<file path="config.mk">
export PLATFORM = sky130hd
export DESIGN_NAME = max_unpool_3d_stream
export DESIGN_NICKNAME = d
export VERILOG_FILES = /design/src/rtl/max_unpool_3d_stream.sv
export SDC_FILE = /design/constraint.sdc
export NUM_CORES = 1
export LEC_CHECK = 0
export CORE_UTILIZATION = 35
export DETAILED_ROUTE_END_ITERATION = 12
export PLACE_DENSITY = 0.62
export SYNTH_ARGS = -nofsm -noshare
export SYNTH_HDL_FRONTEND = slang
export SYNTH_SLANG_ARGS = --single-unit
</file>
<file path="constraint.sdc">
create_clock -name clk -period 12.9 [get_ports clk]
set_input_delay 3.87 -clock clk [delete_from_list [all_inputs] [get_ports clk]]
set_output_delay 3.87 -clock clk [all_outputs]
set_load 0.005 [all_outputs]
</file>
<file path="src/rtl/max_unpool_3d_stream.sv">
// rtl/max_unpool_3d_stream.sv - streaming 2x2x2 stride-2 MaxUnpool3d, raster-order output
// Optional double-buffered plane storage when MAX_UNPOOL_PINGPONG_EN is defined.
module max_unpool_3d_stream #(
  parameter int DATA_W = 32,
  parameter int WP     = 4,
  parameter int HP     = 4,
  parameter int DP     = 2
) (
  input  logic              clk,
  input  logic              rst,
  input  logic              in_valid,
  output logic              in_ready,
  input  logic [DATA_W-1:0] in_data,
  input  logic [2:0]        in_idx,
  output logic              out_valid,
  input  logic              out_ready,
  output logic [DATA_W-1:0] out_data,
  output logic              out_last
);
  localparam int DEPTH = WP * HP;
  localparam int PW    = (DEPTH > 1) ? $clog2(DEPTH) : 1;
  localparam int CW    = $clog2(2 * WP);
  localparam int RW    = $clog2(2 * HP);
  localparam int PLW   = (DP > 1) ? $clog2(DP) : 1;
`ifdef MAX_UNPOOL_PINGPONG_EN
  localparam int NB = 2;
`else
  localparam int NB = 1;
`endif
  localparam logic [PW-1:0]  PTR_MAX   = PW'(DEPTH - 1);
  localparam logic [CW-1:0]  COL_MAX   = CW'(2 * WP - 1);
  localparam logic [RW-1:0]  ROW_MAX   = RW'(2 * HP - 1);
  localparam logic [PLW-1:0] PLANE_MAX = PLW'(DP - 1);

  // Each entry stores {idx, data}.
  logic [DATA_W+2:0] mem [NB][DEPTH];
  logic [DATA_W+2:0] rd_word;
  logic [PW-1:0]     wr_ptr;
  logic [PW-1:0]     rd_ptr;
  logic              dz;
  logic [RW-1:0]     r;
  logic [CW-1:0]     c;
  logic [PLW-1:0]    plane;
  logic              load_en;
  logic              emit_en;
  logic              lbank;
  logic              ebank;
  logic              in_fire;
  logic              out_fire;
  logic              wr_last;
  logic              emit_last;

  assign in_ready  = !rst && load_en;
  assign out_valid = !rst && emit_en;
  assign in_fire   = in_valid && in_ready;
  assign out_fire  = out_valid && out_ready;
  assign wr_last   = (wr_ptr == PTR_MAX);
  assign emit_last = dz && (r == ROW_MAX) && (c == COL_MAX);

`ifdef MAX_UNPOOL_PINGPONG_EN
  // Banks fill and drain in the same order, so ebank always names the oldest full bank.
  logic [1:0] full;

  always_ff @(posedge clk) begin
    if (rst) begin
      full  <= 2'b00;
      lbank <= 1'b0;
      ebank <= 1'b0;
    end else begin
      if (in_fire && wr_last) begin
        full[lbank] <= 1'b1;
        lbank       <= !lbank;
      end
      if (out_fire && emit_last) begin
        full[ebank] <= 1'b0;
        ebank       <= !ebank;
      end
    end
  end

  assign load_en = !full[lbank];
  assign emit_en = full[ebank];
`else
  typedef enum logic {LOAD, EMIT} state_t;
  state_t state;
  state_t state_next;

  always_ff @(posedge clk) begin
    if (rst) state <= LOAD;
    else     state <= state_next;
  end

  always_comb begin
    state_next = state;
    case (state)
      LOAD:    if (in_fire && wr_last) state_next = EMIT;
      EMIT:    if (out_fire && emit_last) state_next = LOAD;
      default: state_next = LOAD;
    endcase
  end

  assign lbank   = 1'b0;
  assign ebank   = 1'b0;
  assign load_en = (state == LOAD);
  assign emit_en = (state == EMIT);
`endif

  always_ff @(posedge clk) begin
    if (in_fire) mem[lbank][wr_ptr] <= {in_idx, in_data};
  end

  always_ff @(posedge clk) begin
    if (rst) begin
      wr_ptr <= '0;
      dz     <= 1'b0;
      r      <= '0;
      c      <= '0;
      plane  <= '0;
    end else begin
      if (in_fire) wr_ptr <= wr_last ? '0 : wr_ptr + 1'b1;
      // Column fastest, then row, then sub-plane; plane advances at the end of the second sub-plane.
      if (out_fire) begin
        if (c != COL_MAX) begin
          c <= c + 1'b1;
        end else begin
          c <= '0;
          if (r != ROW_MAX) begin
            r <= r + 1'b1;
          end else begin
            r  <= '0;
            dz <= !dz;
            if (dz) plane <= (plane == PLANE_MAX) ? '0 : plane + 1'b1;
          end
        end
      end
    end
  end

  assign rd_ptr  = PW'(32'(r >> 1) * WP + 32'(c >> 1));
  assign rd_word = mem[ebank][rd_ptr];

  assign out_data = (out_valid && (rd_word[DATA_W +: 3] == {dz, r[0], c[0]}))
                    ? rd_word[DATA_W-1:0] : '0;
  assign out_last = out_valid && emit_last && (plane == PLANE_MAX);

endmodule
</file>
* After elaboration in Yosys (flattened, before gate mapping)
Memories as Yosys holds them, arrays and structs flattened. Cells that the tools add are included.
Storage, ports and cells: flip-flop bits (word level) 13, memory bits (writable) 560, input port bits 39, output and inout bits 35, memories kept 1
Operators by class: add/subtract/negate cells 5, $lt $le $gt $ge 3, equal/unequal tests 6, multiplexer cells 15, bitwise gates (word level) 5, reductions and logical operators 17
Memories:
- mem | depth 1, width 560, read ports 1, clocked after Yosys merged registers in 0, wr ports 1, line 36 | logic [DATA_W+2:0] mem [NB][DEPTH];
Operator list (number):
- $mux W560 | 1
- $bmux W35 S4 | 1
- $demux W35 S4 | 1
- $mux W35 | 3
- $mux W32 | 1
- $logic_and A1 B1 Y1 | 12
- $ge A5 B5 Y1 const B | 2
- $not A4 Y5 | 2
- $add A3 B1 Y3 const B | 2
- $eq A3 B3 Y1 const B | 2
- $mux W3 | 2
- $ne A3 B3 Y1 const B | 2
- $lt A5 B1 Y1 const B | 1
- $add A4 B1 Y4 const B | 1
- $add A4 B2 Y4 | 1
- $eq A4 B4 Y1 const B | 1
- $mux W1 | 4
- $mux W4 | 1
- $reduce_and A4 Y1 | 1
- $eq A3 B3 Y1 | 1
- $not A1 Y1 | 3
- $reduce_and A3 Y1 | 1
- $logic_not A1 Y1 | 2
- $pmux W1 S2 | 1
- 2 further kinds | 2

* Logic depth before layout (Yosys ltp)
Gate-level depths: netlist (run 1).
depth in word-level cells 8, gate-level depth with buffers 9, mapped depth without buffers 6

* Least setup slack after synthesis (run 1)
No wires, ideal clock.
path kind input to output, start point in rst, end point out out_data[10], data arrival time 4.564 ns, data required time 9.030 ns, path slack 4.466 ns, cell stages on the path 4, cells stage by stage nor2_2 -> o211ai_4 -> buf_6 -> nor3_2
On the way: longest elaborated chain between the ends 4
RTL lines:
- start: declaration | line 10 | input logic rst,
- $logic_not A1 Y1 | line 54 | assign out_valid = !rst && emit_en;
- $logic_and A1 B1 Y1 | line 54
- $logic_and A1 B1 Y1 | line 142 | assign out_data = (out_valid && (rd_word[DATA_W +: 3] == {dz, r[0], c[0]}))
- $mux W32 | line 143 | ? rd_word[DATA_W-1:0] : '0;
- end: declaration | line 17 | output logic [DATA_W-1:0] out_data,
No other way between the ends.

* Worst setup path after layout (run 1)
start point in rst, end point out out_data[31]
The elaborated chain is that of the path after synthesis.

==> results.tsv, run 1 <==
metric	value	unit
outcome	completed	
Async SR Flop Fraction	0	%
sequential area share after synthesis	78.1	%
die area	63400	sq um
initial detailed-routing violation count	816	
# port buffers	73	
post-route antenna net violation count	0	
worst-margin pin slew	1.11	ns
share of post-route cells with drive strength above 1	26.3	%
Final Max Slew Viols	0	
Max Cap Viol	0	
most common cell in the synthesized netlist	edfxtp_1	
IO Pins	74	
wire per inst	24.4	um
largest net degree at the start of global routing	62	
synth cell count leaders	560 x edfxtp_1, 138 x mux4_2, 50 x o22ai_1	
dpl cell area	23700	sq um
CTS tree	built	
worst setup path start	rst	
DP Wirelength	26.0	mm
initial antenna violation count	1	
clk buf depth	3	
Setup Buffers After CTS	0	
Starting Density	35.4	%
Worst EP required	9.03	ns
final WL	47.7	mm
synth warn	0	
Vias/cell	5.13	
peak supply drop	0.0989	mV
Routability Congestion	0.709	
Total GRT Usage	15.3	%
Synth Register Bits	573	
gr ovfl total	0	
Hold WC Path Type	reg -> reg	
row count	91	
Final Cycle Share	79.7	%
Clock Skew	0.0207	ns
first-pass GRT wire length	70.3	mm
Reg-to-Reg Start	c[1]	
final instance area	25500	sq um
max_slew headroom	25.6	%
Static Leak	7.54	nW
P&R area growth vs syn	16.7	%
clk root buf	clkbuf_16	
Tmin final	10.28	ns
CTS H-tree lvls	2	
Post-synth EDFFs	560	
cts hold-fix bufs	0	
crit path launch type	primary input	
DRC	0	
reg2reg path depth	7	
clk slew on worst S/H paths	0.05	ns
CP arrival	6.41	ns
Mapped Nets	1016	
DR vias	10000	
Final setup viols	0	
CTS buffer count	58	
Final Hold Fails	0	
cell taking the most area after synthesis	edfxtp_1	
post-cts sizing count	0	
Synth Cell Area	21900	sq um
commonest register cell after synthesis	edfxtp_1	
Nets	1119	
ANT cells	0	
Hold Path Cell Cnt	2	
TritonRoute pass-1 iters	4	
RSZ-0062 raised after global routing	no	
worst min-delay path startpoint	emit_en	
CTS sink cnt	573	
Die W	252	um
vias in the first global route	10500	
clock network latency to the later pin of the worst-skew pair	0.61	ns
TNS Setup	0	ns
pwr dens	146	nW/um^2
top cells by area, synth	edfxtp_1 77%, mux4_2 14%, o22ai_1 1.4%	
CP Class	in -> out	
CP Capture Type	output port	
fmax	97.3	MHz
Die Span Y	252	um
Synth cell types	34	
Worst Path Max Fanout	18	
Cells after Synth	969	
core area	61700	sq um
top-area cell type share of the netlist area	76.9	%
syn_area_per_cell	22.6	sq um
-- cell usage in the layout (no fill, tap or decap), types with 3 or more instances in the layout --
cell               n
edfxtp_1         560
mux4_2           138
clkdlybuf4s50_1   73
clkbuf_16         59
o22ai_1           50
nor3_2            28
buf_4             26
a22oi_1           14
clkinv_2          13
clkbuf_1          13
nor2_1            12
nand2_1           12
nor2_4            12
mux2i_1           12
a21oi_1           11
clkinv_1          11
dfxtp_1           10
ha_1               8
nor3_1             6
xor2_1             5
bufinv_16          5
nand2b_1           4
xnor2_1            4
inv_1              3
nor2b_1            3
nand3_1            3
dfxtp_4            3
clkinvlp_4         3
-- where the power goes --
part | internal (W) | switching, W
Clock | 0.000935 | 0.000676
Sequential | 0.00206 | 0.00000295
Combinational | 0.0000209 | 0.0000428
Total | 0.00301 | 0.000721
-- routing by layer --
metal	wire length, um	up-vias	global-route usage, %	part of all wire (%)
met1	20200	5396	20.2	42
met2	24000	249	25.9	50
li1	-	4323	-	-
met5	13	-	0	0.027
met3	2390	64	2.70	5.0
met4	1030	2	4.14	2.2
-- cell families after synthesis --
logic type | synth area share (%)
and+or+nand+nor | 2.48
buffers and inverters | 1.29
xor gates and xnor gates | 0.435
muxes | 14.8
adders and majority gates | 0.458
DFF | 78.1
AOI/OAI and AO/OA | 2.43
-- through the flow --
stage / setup slack, ns / power [W] / cells / hold WS, ns / util, %
5_1_grt: 2.43 / 0.00384 / 1955 / 0.555 / 41.3
2_1_floorplan: 4.47 / 0.00212 / 969 / 0.483 / -
3_3_place_gp: 2.61 / 0.00216 / 1849 / 0.511 / 38.4
6_report: 2.62 / 0.00373 / 1955 / 0.524 / 41.3
4_1_cts: 2.50 / 0.00377 / 1955 / 0.525 / 41.3
3_5_place_dp: 2.53 / 0.00216 / 1849 / 0.512 / 38.4
-- cell type report --
type	instances	area, sq um
fillers	5418	36200
clock buffers	72	1530
clock inverters	34	297
well taps	837	1050
inverters	3	11.3
repair buffers	99	926
flip-flops and latches	573	17100
multi-input cells	337	4610
-- worst max-delay path: stages --
cell	delay, ns
clkdlybuf4s50_1	0.69
nor2_2	0.36
o211ai_4	0.33
buf_4	0.38
nor3_1	0.24
clkdlybuf4s50_1	0.53
-- worst paths after layout --
kind                  end  slack, ns
max          out_data[31]       2.62
min                  c[2]       0.52
max reg2reg          r[1]       9.53
min reg2reg          c[2]       0.52
-- flip-flops by register name (all words and copies together) (netlist names) --
register,flops
mem,560
wr_ptr,4
c,3
r,3
dz,1
emit_en,1
plane,1
No activity file was read; power rests on OpenSTA's default activity.
==> run 2: changes to the inputs <==
PLACE_DENSITY = 0.64   (was 0.62)
clock period = 8.9 ns   (was 12.9 ns; I/O delays follow)
==> run 2 against run 1 <==
Net effect:
- sequential share of layout area increased by 0.26 points
- non-clock buffer count increased by 2
- sequential power increased by 45%
- largest cell class unchanged
- global-route usage up 0.24 points
- routed wire length grew 1.5%
- setup slack got worse by 1.7 ns
- register-to-register slack lost 3.9 ns
- final area shrank 0.39%
==> results.tsv, run 2 (synthesized netlist as in run 1, its figures left out) <==
metric	value	unit	change
Clock Skew	0.0137	ns	was 0.0207 ns
Total GRT Usage	15.5	%	was 15.3%
CP arrival	5.29	ns	was 6.41 ns
total power	0.00530	W	was 0.00373 W
TNS Setup	0	ns	unchanged
DR vias	10200		was 10000
commonest non-fill, non-tap cell in the layout	edfxtp_1		unchanged
initial antenna violation count	3		was 1
largest net degree at the start of global routing	56		was 62
max_slew headroom	32.0	%	was 25.6%
Static Leak	7.50	nW	was 7.54 nW
first-pass GRT wire length	71.2	mm	was 70.3 mm
Hold WC Path Type	reg -> reg		unchanged
Die W	252	um	unchanged
clk root buf	clkbuf_16		unchanged
largest registers	mem (560), wr_ptr (4)		unchanged
Starting Density	35.4	%	unchanged
CTS H-tree lvls	2		unchanged
clk slew on worst S/H paths	0.06	ns	was 0.05 ns
Nets	1118		was 1119
clk buf depth	3		unchanged
most frequent cell on the critical path	clkdlybuf4s50_1		unchanged
Max Cap Viol	0		unchanged
GR Util met3	3.17	%	was 2.70%
CTS sink cnt	573		unchanged
CP Capture Type	output port		unchanged
crit-path cells	clkdlybuf4s50_1 > nor2_2 > o211ai_4 > buf_4 > nor3_2 > clkdlybuf4s50_1		was clkdlybuf4s50_1 > nor2_2 > o211ai_4 > buf_4 > nor3_1 > clkdlybuf4s50_1
clock network latency to the later pin of the worst-skew pair	0.60	ns	was 0.61 ns
Hold Path Cell Cnt	2		unchanged
Routability Congestion	0.710		was 0.709
commonest non-fill, non-tap cells in the layout	560 x edfxtp_1, 138 x mux4_2, 73 x clkdlybuf4s50_1		unchanged
P&R area growth vs syn	16.2	%	was 16.7%
peak supply drop	0.155	mV	was 0.0989 mV
number of fill cells	5373		was 5418
# port buffers	73		unchanged
pwr dens	209	nW/um^2	was 146 nW/um^2
cts hold-fix bufs	0		unchanged
Setup Buffers After CTS	0		unchanged
reg2reg path depth	7		unchanged
outcome	completed		unchanged
gr ovfl total	0		unchanged
grt peak-use layer	met2		unchanged
DRC	0		unchanged
IO Pins	74		unchanged
initial detailed-routing violation count	921		was 816
Final Cycle Share	89.4	%	
core area	61700	sq um	unchanged
M2 GR Usage	25.5	%	was 25.9%
post-cts sizing count	0		unchanged
vias in the first global route	10600		was 10500
row count	91		unchanged
Worst Path Max Fanout	18		unchanged
max incr delay on CP	0.70	ns	was 0.69 ns
CTS buffer count	55		was 58
post-route antenna net violation count	0		unchanged
DP Wirelength	26.2	mm	was 26.0 mm
worst-margin pin slew	1.01	ns	was 1.11 ns
fmax	126	MHz	
Die Span Y	252	um	unchanged
final setup margin	0.943	ns	was 2.62 ns
met1 Use GR	21.0	%	was 20.2%
Final setup viols	0		unchanged
CP Class	in -> out		unchanged
DP Cell Count	1851		was 1849
Worst EP required	6.23	ns	was 9.03 ns
die area	63400	sq um	unchanged
fin cells	1953		was 1955
max reg flops	560		unchanged
Tmin final	7.96	ns	
fin util	41.2	%	was 41.3%
wire per inst	24.8	um	was 24.4 um
RSZ-0062 raised after global routing	no		unchanged
TritonRoute pass-1 iters	5		was 4
Vias/cell	5.23		was 5.13
Biggest register	mem		unchanged
Final Hold Fails	0		unchanged
pre-CTS WS	0.896	ns	was 2.53 ns
final WL	48.4	mm	was 47.7 mm
Final Max Slew Viols	0		unchanged
share of post-route cells with drive strength above 1	26.2	%	was 26.3%
crit path launch type	primary input		unchanged
slowest cell on the critical path	clkdlybuf4s50_1		unchanged
CTS tree	built		unchanged
[run 2: area by class of cell]
class | instances | area, sq um | share of cell area [%]
Antenna cell | 1 | 2.50 | 0.00985
Clock buffer | 65 | 1410 | 5.57
Clock inverter | 36 | 292 | 1.15
Inverter | 3 | 11.3 | 0.0443
Multi-Input combinational cell | 337 | 4610 | 18.1
Sequential cell | 573 | 17100 | 67.3
Tap cell | 837 | 1050 | 4.12
Timing Repair Buffer | 101 | 941 | 3.70
[run 2: final timing paths]
path | startpoint | to | slack (ns)
setup / recovery | rst | out_data[19] | 0.94
setup reg to reg | c[1] | r[1] | 5.67
hold reg to reg | plane | plane | 0.52
hold / removal | plane | plane | 0.52
[run 2: per-layer routing]
layer / share of wire, % / vias to the layer above / wire length (um)
met3: 5.5 / 80 / 2690
li1: - / 4325 / -
met2: 49 / 293 / 23700
met4: 2.1 / 4 / 1030
met5: 0.056 / - / 27
met1: 43 / 5516 / 20900
[run 2: stage by stage]
step | hold WS (ns) | cell area, sq um
after CTS | 0.529 | 25400
after global placement | 0.506 | 23700
after detailed placement | 0.509 | 23700
final | 0.524 | 25400
after global routing | 0.557 | 25400
after floorplan | 0.483 | 21900
[run 2: power by group]
part	internal [W]	switching [W]	total [W]	leakage [nW]
registers	0.00298	0.00000434	0.00298	5.15
clock network	0.00125	0.000978	0.00223	0.836
logic	0.0000307	0.0000627	0.0000934	1.51
total	0.00426	0.00104	0.00530	7.50
[run 2: critical path: cells and delay by family]
kind	cells	cell delay (ns)
buffers and inverters	3	1.64
and+or+nand+nor	2	0.64
AOI/OAI and AO/OA	1	0.32
==> run 3: changes to the inputs <==
CAP_MARGIN = 40   (was not set)
HOLD_SLACK_MARGIN = 0.15   (was not set)
PLACE_DENSITY = 0.62   (was 0.64)
clock period = 9.4 ns   (was 8.9 ns; I/O delays follow)
==> run 3 against run 2 <==
Net effect:
- worst hold slack lost 0.0091 ns
- sequential share of layout area decreased by 0.45 points
- sequential power fell by 5%
- setup slack improved by 0.21 ns
- register-to-register slack better by 0.98 ns
- critical path depth is the same
- via count fell by 1.4%
- largest cell class unchanged
- critical endpoint is now out_data[27]
- routed wire length fell by 1.2%
- combinational power shrank 6.4%
- final area increased by 0.67%
- clock skew is 0.011 ns higher
==> results.tsv, run 3 (synthesized netlist as in run 1, its figures left out) <==
metric	value	unit	change
max_slew headroom	44.3	%	was 32.0%
Setup Buffers After CTS	0		unchanged
CP Capture Type	output port		unchanged
DRC	0		unchanged
number of fill cells	5403		was 5373
Vias/cell	5.15		was 5.23
wire per inst	24.4	um	was 24.8 um
final instance area	25600	sq um	was 25400 sq um
CTS sink cnt	573		unchanged
final WL	47.8	mm	was 48.4 mm
share of post-route cells with drive strength above 1	26.6	%	was 26.2%
worst min-delay path startpoint	emit_en		was plane
Final Cycle Share	87.7	%	
Routability Congestion	0.715		was 0.710
dpl cell area	23800	sq um	was 23700 sq um
clk buf depth	3		unchanged
Die Span Y	252	um	unchanged
crit-path leading delay family	buffers and inverters		unchanged
most frequent cell on the critical path	clkdlybuf4s50_1		unchanged
die area	63400	sq um	unchanged
largest registers	mem (560), wr_ptr (4)		unchanged
hold-critical path endpoint	c[2]		was plane
core area	61700	sq um	unchanged
RSZ-0062 raised after global routing	no		unchanged
Final Max Slew Viols	0		unchanged
Worst EP required	6.58	ns	was 6.23 ns
Final Hold Fails	0		unchanged
CP Class	in -> out		unchanged
Multi-input gate area	4610	sq um	unchanged
DR vias	10100		was 10200
initial detailed-routing violation count	866		was 921
P&R area growth vs syn	17.0	%	was 16.2%
clk slew on worst S/H paths	0.05	ns	was 0.06 ns
CTS tree	built		unchanged
Starting Density	35.4	%	unchanged
Total GRT Usage	15.3	%	was 15.5%
TNS Setup	0	ns	unchanged
outcome	completed		unchanged
fin cells	1956		was 1953
M2 GR Usage	25.2	%	was 25.5%
Reg-to-Reg Start	r[1]		was c[1]
peak supply drop	0.124	mV	was 0.155 mV
DP Wirelength	26.0	mm	was 26.2 mm
Worst Path Max Fanout	25		was 18
post-route antenna net violation count	0		unchanged
CP arrival	5.42	ns	was 5.29 ns
Hold WC Path Type	reg -> reg		unchanged
fmax	121	MHz	
Clock Skew	0.0244	ns	was 0.0137 ns
grt peak-use layer	met2		unchanged
commonest non-fill, non-tap cells in the layout	560 x edfxtp_1, 138 x mux4_2, 73 x clkdlybuf4s50_1		unchanged
CP bufs+invs	3		unchanged
clk root buf	clkbuf_16		unchanged
initial antenna violation count	0		was 3
CTS buffer count	57		was 55
Tmin final	8.24	ns	
ANT cells	0		was 1
Static Leak	7.57	nW	was 7.50 nW
# port buffers	73		unchanged
Nets	1124		was 1118
Seq. cell area	17100	sq um	unchanged
commonest non-fill, non-tap cell in the layout	edfxtp_1		unchanged
worst-margin pin slew	0.835	ns	was 1.01 ns
reg2reg path depth	7		unchanged
largest net degree at the start of global routing	49		was 56
max reg flops	560		unchanged
cts hold-fix bufs	0		unchanged
reg-to-reg critical path endpoint	plane		was r[1]
crit path launch type	primary input		unchanged
gr ovfl total	0		unchanged
post-cts sizing count	0		unchanged
Die W	252	um	unchanged
pwr dens	201	nW/um^2	was 209 nW/um^2
met1 Use GR	21.1	%	was 21.0%
crit-path cells	clkdlybuf4s50_1 > nor2_2 > o211ai_4 > buf_4 > nor3_1 > clkdlybuf4s50_1		was clkdlybuf4s50_1 > nor2_2 > o211ai_4 > buf_4 > nor3_2 > clkdlybuf4s50_1
IO Pins	74		unchanged
max incr delay on CP	0.69	ns	was 0.70 ns
TritonRoute pass-1 iters	4		was 5
GR Util met3	2.90	%	was 3.17%
Biggest register	mem		unchanged
row count	91		unchanged
worst reg2reg setup slack	6.65	ns	was 5.67 ns
CTS H-tree lvls	2		unchanged
first-pass GRT wire length	70.7	mm	was 71.2 mm
Final setup viols	0		unchanged
Max Cap Viol	0		unchanged
clock network latency to the later pin of the worst-skew pair	0.62	ns	was 0.60 ns
slowest cell on the critical path	clkdlybuf4s50_1		unchanged
DP Cell Count	1855		was 1851
Hold Path Cell Cnt	2		unchanged
vias in the first global route	10500		was 10600
-- run 3: cell types whose count changed in the layout (fill, tap and decap cells not counted) --
cell,before,now
clkinv_1,13,7
clkbuf_16,55,57
clkbuf_1,10,14
clkinv_2,11,9
diode_2,1,0
buf_4,28,30
bufinv_16,4,6
inv_16,0,1
clkinvlp_4,2,3
clkinv_4,3,1
buf_16,0,2
-- run 3: where the power goes --
group	switching, W	internal (W)	total (W)
registers	0.00000422	0.00282	0.00282
clock network	0.000942	0.00128	0.00222
logic	0.0000583	0.0000291	0.0000874
total	0.00100	0.00413	0.00513
-- run 3: per-layer routing --
layer  up-vias  part of all wire, %
met1      5416                   43
met5         -                    0
met3        56                  5.4
met4         0                  1.9
li1       4328                    -
met2       272                   49
-- run 3: cell type report --
cell class / count / share of cell area [%]
well taps: 837 / 4.10
inverters: 3 / 0.0440
clock buffers: 71 / 5.78
multi-input cells: 337 / 18.0
clock inverters: 30 / 1.29
repair buffers: 105 / 3.95
flip-flops and latches: 573 / 66.8
-- run 3: worst register-to-register path: cells and delay by family (launching register included) --
family | cells | cell delay [ns]
buf+inv | 1 | 0.72
simple gates | 3 | 0.33
flops | 1 | 0.86
fa+ha+maj | 2 | 0.55
xor+xnor | 1 | 0.16
-- run 3: worst max path at each step --
stage	start	depth (start not counted)	to
global route	rst	6	out_data[27]
finish	rst	6	out_data[27]
CTS	rst	6	out_data[27]
detailed placement	rst	6	out_data[27]
global placement	rst	6	out_data[27]
floorplan	rst	5	mem[0][420]
-- run 3: stage by stage --
step | util (%) | hold WS [ns] | total power [W] | setup WS, ns
final | 41.4 | 0.515 | 0.00513 | 1.16
after global routing | 41.4 | 0.574 | 0.00528 | 0.987
after floorplan | - | 0.483 | 0.00291 | 3.00
after CTS | 41.4 | 0.516 | 0.00518 | 1.10
after detailed placement | 38.5 | 0.507 | 0.00297 | 1.11
after global placement | 38.4 | 0.502 | 0.00296 | 1.20
